$ cat src/rtl/binary_to_bcd_serial_if.sv
// Valid/ready bundle between a binary producer, the serial BCD converter and
// the display path that consumes the packed BCD result.
interface binary_to_bcd_serial_if #(
  parameter int IN_WIDTH = 8,
  parameter int DIGITS   = 3
);
  logic                  in_valid;
  logic                  in_ready;
  logic [IN_WIDTH-1:0]   in_bin;
  logic                  out_valid;
  logic                  out_ready;
  logic [4*DIGITS-1:0]   out_bcd;

  // Producer/consumer side drives the requests and takes the result.
  modport master (
    output in_valid, in_bin, out_ready,
    input  in_ready, out_valid, out_bcd
  );

  // Converter side.
  modport slave (
    input  in_valid, in_bin, out_ready,
    output in_ready, out_valid, out_bcd
  );
endinterface

$ cat src/rtl/binary_to_bcd_serial.sv
// Sequential double-dabble converter: one shift per clock, IN_WIDTH shifts
// per conversion, result held in a dedicated register until the next one
// completes. The caller must size DIGITS so 10^DIGITS > 2^IN_WIDTH - 1.
module binary_to_bcd_serial #(
  parameter int IN_WIDTH = 8,
  parameter int DIGITS   = 3
) (
  input  logic                  clk,
  input  logic                  rst,
  binary_to_bcd_serial_if.slave bus,
  output logic                  busy
);

  localparam int CW = $clog2(IN_WIDTH + 1);
  localparam int BW = 4 * DIGITS;

  typedef enum logic [1:0] {
    IDLE,
    SHIFT,
    DONE
  } state_t;

  state_t              state;
  state_t              state_next;
  logic [IN_WIDTH-1:0] sh;
  logic [BW-1:0]       acc;
  logic [BW-1:0]       adj;
  logic [BW-1:0]       acc_shift;
  logic [CW-1:0]       cnt;
  logic [BW-1:0]       bcd_q;
  logic                accept;
  logic                last_shift;

  // Add-3 correction on every nibble, all tested on their pre-adjust value.
  // The top nibble is adjusted too so an out-of-range value stays contained.
  for (genvar g = 0; g < DIGITS; g++) begin : g_adj
    assign adj[4*g +: 4] = (acc[4*g +: 4] >= 4'd5) ? acc[4*g +: 4] + 4'd3
                                                    : acc[4*g +: 4];
  end

  // The binary MSB enters the accumulator LSB on each shift.
  assign acc_shift  = {adj[BW-2:0], sh[IN_WIDTH-1]};
  assign last_shift = (state == SHIFT) && (cnt == CW'(1));
  assign accept     = bus.in_valid && bus.in_ready;

  // State register.
  // NOTE: sequential state uses non-blocking assignments so every register
  // samples pre-edge values, independent of statement order.
  always_ff @(posedge clk or posedge rst) begin
    if (rst) state <= IDLE;
    else     state <= state_next;
  end

  // Next-state and handshake outputs; DONE can hand straight to SHIFT when a
  // new value arrives in the same cycle the result is taken.
  // NOTE: every output gets a default first, so no path can infer a latch.
  always_comb begin
    state_next    = state;
    bus.in_ready  = 1'b0;
    bus.out_valid = 1'b0;
    busy          = 1'b0;
    unique case (state)
      IDLE: begin
        bus.in_ready = 1'b1;
        if (bus.in_valid) state_next = SHIFT;
      end
      SHIFT: begin
        busy = 1'b1;
        if (cnt == CW'(1)) state_next = DONE;
      end
      DONE: begin
        bus.out_valid = 1'b1;
        bus.in_ready  = bus.out_ready;
        if (bus.out_ready) state_next = bus.in_valid ? SHIFT : IDLE;
      end
      default: state_next = IDLE;
    endcase
  end

  // Working registers: load on accept, shift/adjust/count while converting.
  always_ff @(posedge clk or posedge rst) begin
    if (rst) begin
      sh  <= '0;
      acc <= '0;
      cnt <= '0;
    end else if (accept) begin
      sh  <= bus.in_bin;
      acc <= '0;
      cnt <= CW'(IN_WIDTH);
    end else if (state == SHIFT) begin
      sh  <= {sh[IN_WIDTH-2:0], 1'b0};
      acc <= acc_shift;
      cnt <= cnt - CW'(1);
    end
  end

  // Result register: updated only on the final shift, so the display never
  // sees partial accumulator contents.
  always_ff @(posedge clk or posedge rst) begin
    if (rst)             bcd_q <= '0;
    else if (last_shift) bcd_q <= acc_shift;
  end

  assign bus.out_bcd = bcd_q;

endmodule

$ cat src/flat_wrapper.sv
// flat-port wrapper written by rule: the top's interface ports become plain ports
module binary_to_bcd_serial_flat 
#(
  parameter int IN_WIDTH = 8,
  parameter int DIGITS   = 3
)
  (clk, rst, busy, bus_in_valid, bus_in_bin, bus_out_ready, bus_in_ready, bus_out_valid, bus_out_bcd);
  binary_to_bcd_serial_if #(.IN_WIDTH(IN_WIDTH), .DIGITS(DIGITS)) bus_i ();
  input  logic clk;
  input  logic rst;
  output logic busy;
  input wire logic [$bits(bus_i.in_valid)-1:0] bus_in_valid;
  input wire logic [$bits(bus_i.in_bin)-1:0] bus_in_bin;
  input wire logic [$bits(bus_i.out_ready)-1:0] bus_out_ready;
  output wire logic [$bits(bus_i.in_ready)-1:0] bus_in_ready;
  output wire logic [$bits(bus_i.out_valid)-1:0] bus_out_valid;
  output wire logic [$bits(bus_i.out_bcd)-1:0] bus_out_bcd;
  assign bus_i.in_valid = bus_in_valid;
  assign bus_i.in_bin = bus_in_bin;
  assign bus_i.out_ready = bus_out_ready;
  assign bus_in_ready = bus_i.in_ready;
  assign bus_out_valid = bus_i.out_valid;
  assign bus_out_bcd = bus_i.out_bcd;
  binary_to_bcd_serial #(.IN_WIDTH(IN_WIDTH), .DIGITS(DIGITS)) u_core (.clk(clk), .rst(rst), .bus(bus_i), .busy(busy));
endmodule
$ cat config.mk
export PLATFORM = sky130hd
export DESIGN_NAME = binary_to_bcd_serial_flat
export DESIGN_NICKNAME = d
export VERILOG_FILES = /design/src/rtl/binary_to_bcd_serial_if.sv /design/src/rtl/binary_to_bcd_serial.sv /design/src/flat_wrapper.sv
export SDC_FILE = /design/constraint.sdc
export NUM_CORES = 1
export LEC_CHECK = 0
export CAP_MARGIN = 10
export CORE_UTILIZATION = 30
export CTS_CLUSTER_DIAMETER = 200
export CTS_CLUSTER_SIZE = 25
export DETAILED_ROUTE_END_ITERATION = 8
export GPL_TIMING_DRIVEN = 0
export PLACE_DENSITY = 0.46
export SLEW_MARGIN = 20
export SYNTH_ARGS = -nofsm -noshare
export SYNTH_HDL_FRONTEND = slang
export SYNTH_SLANG_ARGS = --single-unit
$ cat constraint.sdc
create_clock -name clk -period 4.85 [get_ports clk]
set_input_delay 0.7275 -clock clk [delete_from_list [all_inputs] [get_ports clk]]
set_output_delay 0.7275 -clock clk [all_outputs]
set_load 0.05 [all_outputs]
### After elaboration in Yosys (flattened, before gate mapping)

Index checks and enable logic that the tools add are counted.

* output and inout bits: 15
* word-level logic and storage cells: 40
* input port bits: 12
* register bits: 38

* $lt $le $gt $ge: 3
* mux-type cells: 17
* $add $sub $neg: 4
* equal/unequal tests: 6
* reductions and logical operators: 5

Operator list (number)
* 12-bit two-way mux: 2
* 4-bit two-way mux: 4
* 8-bit two-way mux: 2
* 4-bit by 3-bit greater-or-equal comparator with 1-bit output, second input constant: 3
* 4-bit by 2-bit adder with 4-bit output, second input constant: 2
* 2-bit two-way mux: 3
* 2-bit case mux with 3 select lines: 1
* 4-bit by 1-bit == test with 1-bit output, second input constant: 1
* 2-bit != test, second input constant: 2
* 4-bit by 1-bit subtractor with 4-bit output, second input constant: 1
* 3-bit by 2-bit adder with 3-bit output, second input constant: 1
* 1-bit two-way mux: 3
* 3-bit two-way mux: 1
* 3-bit AND reduction: 1
* 2-bit by 1-bit == test with 1-bit output, second input constant: 1
* 2-bit == test, second input constant: 1
* 1-bit logical AND: 2
* 2-bit logical NOT: 1
* 2-bit by 1-bit != test with 1-bit output, second input constant: 1
* 1-bit case mux with 2 select lines: 1
* 2-bit nonzero test: 1

### Logic depth before layout (Yosys ltp)

* depth in word-level cells: 4
* gate-level depth with buffers: 7
* mapped depth without buffers: 6

### Worst setup path after synthesis

OpenSTA, ideal clock, no wires.

* path type: input to output
* start: input port bus_out_ready
* end: output port bus_in_ready
* stages on the path: 2
* path buffers: 0
* required time: 4123 ps
* setup slack: 2558 ps
* data arrival time: 1565 ps
* cells stage by stage: inv_1 a21oi_1

* word-level cells in the longest chain between the ends: 1

Ends and longest elaborated chain
* start, declared: line flat_wrapper.sv:14 `input wire logic [$bits(bus_i.out_ready)-1:0] bus_out_ready;`
* 1-bit case mux with 2 select lines: line binary_to_bcd_serial.sv:62 `unique case (state)`
* end, declared: line flat_wrapper.sv:15 `output wire logic [$bits(bus_i.in_ready)-1:0] bus_in_ready;`

Every way passes these cells.

### Worst setup path in the final report

Same ends and word-level chain as after synthesis.

==> impl_summary.log <==
INFO  metric outcome = finished clean
INFO  metric dr.pass1.iters = 4
INFO  metric worst_slew_pin_slew = 874.8 ps
INFO  metric placement_rows = 27
INFO  metric synth_async_sr_flop_share = 100.0%
INFO  metric report.final.setup_viol = 0
INFO  metric timing.final.hold_violations = 0
INFO  metric syn_to_final_growth = 26.65%
INFO  metric path_cells = clkdlybuf4s50_1 -> inv_1 -> a21oi_1 -> clkdlybuf4s50_1
INFO  metric yosysTopAreaCell = dfrtp_1
INFO  metric place.detailed.instances = about 280
INFO  metric grt_antenna_before_repair = 0
INFO  metric finalWeightedCongestion = 0.7782
INFO  metric floorplan.initialDensity = a little under a third
INFO  metric synthesis.instances = ~180
INFO  metric totalPowerFinal = 1.632 mW
INFO  metric synth_top_family_by_area = compound AO/OA/AOI/OAI gates
INFO  metric fin_worst_skew = 3.385 ps
INFO  metric synth.ff_latch_count = 38
INFO  metric nets = 231
INFO  metric synth-xor-area-share = under 10%
INFO  metric grt_overflow_total = 0
INFO  metric post_route_setup_tns = 0 ps
INFO  metric post-synth-top-area-fraction = a little over half
INFO  metric yosysSeqAreaShare = 52.89%
INFO  metric rsz0062_at_grt = false
INFO  metric route.detailed.vias_per_inst = 4.803
INFO  metric timing.critical_path.required = 4120 ps
INFO  metric postSynthNetCount = 197
INFO  metric first_pass_grt_wire_length = 7.003 mm
INFO  metric max_slew_margin = roughly two fifths
INFO  metric holdCritPathClass = flop to flop
INFO  metric hpwl_reported_at_the_end_of_detailed_placement = 2.784 mm
INFO  metric cts_post_setup_buffers_inserted = 0
INFO  metric fraction_of_final_layout_cells_with_drive_strength_greater_than_1 = 10.85%
INFO  metric ctsLongestPathBuffers = 2
INFO  metric detail_route.wirelength = 4.025 mm
INFO  metric gr-usage-all-layers = 14.80%
INFO  metric max_freq = 335.0 MHz
INFO  metric die_width = just under 80 um
INFO  metric core = 0.005642 sq mm
INFO  metric crit_slowest_cell = clkdlybuf4s50_1
INFO  metric via_count = roughly 1,400
INFO  metric final_common_cell = dfrtp_1
INFO  metric number_of_hold_buffers_added_after_cts = 0
INFO  metric synth_cell_types = 29
INFO  metric cts_inserted_buffers = 5
INFO  metric cp_slowest_stage_delay = 820 ps
INFO  metric synth_area = 0.001798 sq mm
INFO  metric post_synth_main_area_contributors = dfrtp_1 (53%), o21ai_0 (7.0%), nand2_1 (5.6%), ha_1 (5.6%), inv_1 (3.5%)
INFO  metric cts_root_buf = clkbuf_8
INFO  metric grt_util_met3 = under 10%
INFO  metric cts.sink_count = 38
INFO  metric critical_path_start_type = input port
INFO  metric worst_setup_hold_path_clk_slew = approximately 70 ps
INFO  metric synth-compound-area-share = between 15 and 20%
INFO  metric grt_start_max_net_pins = 28
INFO  metric grt_util_met2 = 25.60%
INFO  metric dieHeight = 79.42 um
INFO  metric adder_cell_share_of_the_synthesized_area = 5.567%
INFO  metric worstSetupEndpointType = output pin
INFO  metric worstPathArrival = 2260 ps
INFO  metric post-route-drc-count = 0
INFO  metric timing.critical_path.fanout_max = 3
INFO  metric ant_nets = 0
INFO  metric dr.first_iter.drc_count = 89
INFO  metric placement.io_buffers = 26
INFO  metric p_per_area = 716.8 mW/mm^2
INFO  metric synth.mux.area_fraction = approximately 3.7%
INFO  metric report.final.slew_viol_count = 0
INFO  metric first_global_vias = 1,442
INFO  metric synth.avg_cell_area = 10.16 sq um
INFO  metric insertedDiodeCount = 0
INFO  metric synth_flop_cell = dfrtp_1
INFO  metric floorplan.die_area = about 0.0063 sq mm
INFO  metric final_cell_mix = dfrtp_1 (38), nand2_1 (27), clkdlybuf4s50_1 (26)
INFO  metric ctsHtreeMaxLevel = 2
INFO  metric clk_latency = ~290 ps
INFO  metric timing.critical_path.mode_cell = clkdlybuf4s50_1
INFO  metric yosys.area_share.simple = 12.32%
INFO  metric post-route-period-util = 61.55%
INFO  metric crit_type = input port to output pin
INFO  metric grt_util_met1 = ~17%
INFO  metric worst_hold_slack = 478.2 ps
INFO  metric crit_path_time_final = 2985 ps
INFO  metric post_drt_wl_per_cell = 14.17 um
INFO  metric top_usage_layer = met2
INFO  metric static-leakage-power = 1.025 nW
INFO  metric finalNonFillerCells = 284
INFO  metric synth-edff-count = 0
INFO  metric tritoncts = yes
INFO  metric yosysWarnings = 0
INFO  metric cts.repair.resized = 0
INFO  metric num_io_pins = 27
INFO  metric drv_cap = 0
INFO  metric vdd.ir_drop.worst = approximately 0.00025 V
==> layer usage <==
metal  vias up  routed length [um]
met2        23                2024
li1        672                   -
met5         -                   0
met4         0                  36
met3         4                 124
met1       665                1839
==> path summary, 6_finish.rpt <==
kind | cells after the start | from | slack (ps) | end
setup / recovery | 4 | bus_out_ready | 1860 | bus_in_ready
hold / removal | 2 | u_core.bus.out_bcd[10] | 480 | u_core.bus.out_bcd[10]
setup reg to reg | 4 | u_core.state[0] | 3130 | u_core.acc[4]
hold reg to reg | 2 | u_core.bus.out_bcd[10] | 480 | u_core.bus.out_bcd[10]
max in group asynchronous | 3 | rst | 3710 | u_core.sh[1]
min in group asynchronous | 2 | rst | 700 | u_core.bus.out_bcd[6]
==> state kept, by name, indices dropped and copies added (netlist names) <==
register,flops
u_core.acc,12
u_core.sh,8
u_core.bus.out_bcd,12
u_core.state,2
u_core.cnt,4
==> power by group <==
group,internal (mW),switching (mW),total [mW]
combinational,0.319,0.493,0.812
sequential,0.449,0.104,0.553
clock,0.151,0.115,0.267
total,0.920,0.712,1.63
==> area by class of cell <==
| class | instances | area, sq um |
|---|---|---|
| Timing Repair Buffer | 27 | 280.3 |
| Sequential cell | 38 | 950.9 |
| Clock buffer | 5 | 68.82 |
| Tap cell | 72 | 90.09 |
| Inverter | 18 | 67.56 |
| Clock inverter | 3 | 40.04 |
| Buffer | 7 | 48.80 |
| Multi-Input combinational cell | 114 | 730.7 |
| Fill cell | 558 | 3364 |
==> synthesized netlist by cell type (2+ instances only) <==
master and count:
xnor2_1 4, nor3b_1 5, nand2b_1 6, o21ai_0 25, dfrtp_1 38, a22o_1 3
mux2_2 5, ha_1 8, nand2_1 27, a222oi_1 6, a21oi_1 9, buf_6 2
buf_2 3, nor2_1 2, nand3_1 2, inv_1 17, nor3_1 3
==> cells by family after synthesis <==
kind of cell | after synthesis
compound gates | 48
simple gates | 47
flops | 38
buf+inv | 25
fa+ha+maj | 8
mux | 6
xor+xnor | 5
==> critical path: cells and delay by family <==
kind | cells | cell delay, ps
AO/OA/AOI/OAI | 1 | 150
buffers and inverters | 3 | 1380
==> per-stage QoR <==
stage	cell area (sq um)	util (%)	worst slack, ps
2_1_floorplan	1798	-	2558
3_3_place_gp	2148	38.08	1896
3_5_place_dp	2168	38.43	1858
4_1_cts	2277	40.36	1864
5_1_grt	2277	40.36	1793
6_report	2277	40.36	1865
Note: power is estimated with default switching activity, not from simulation.
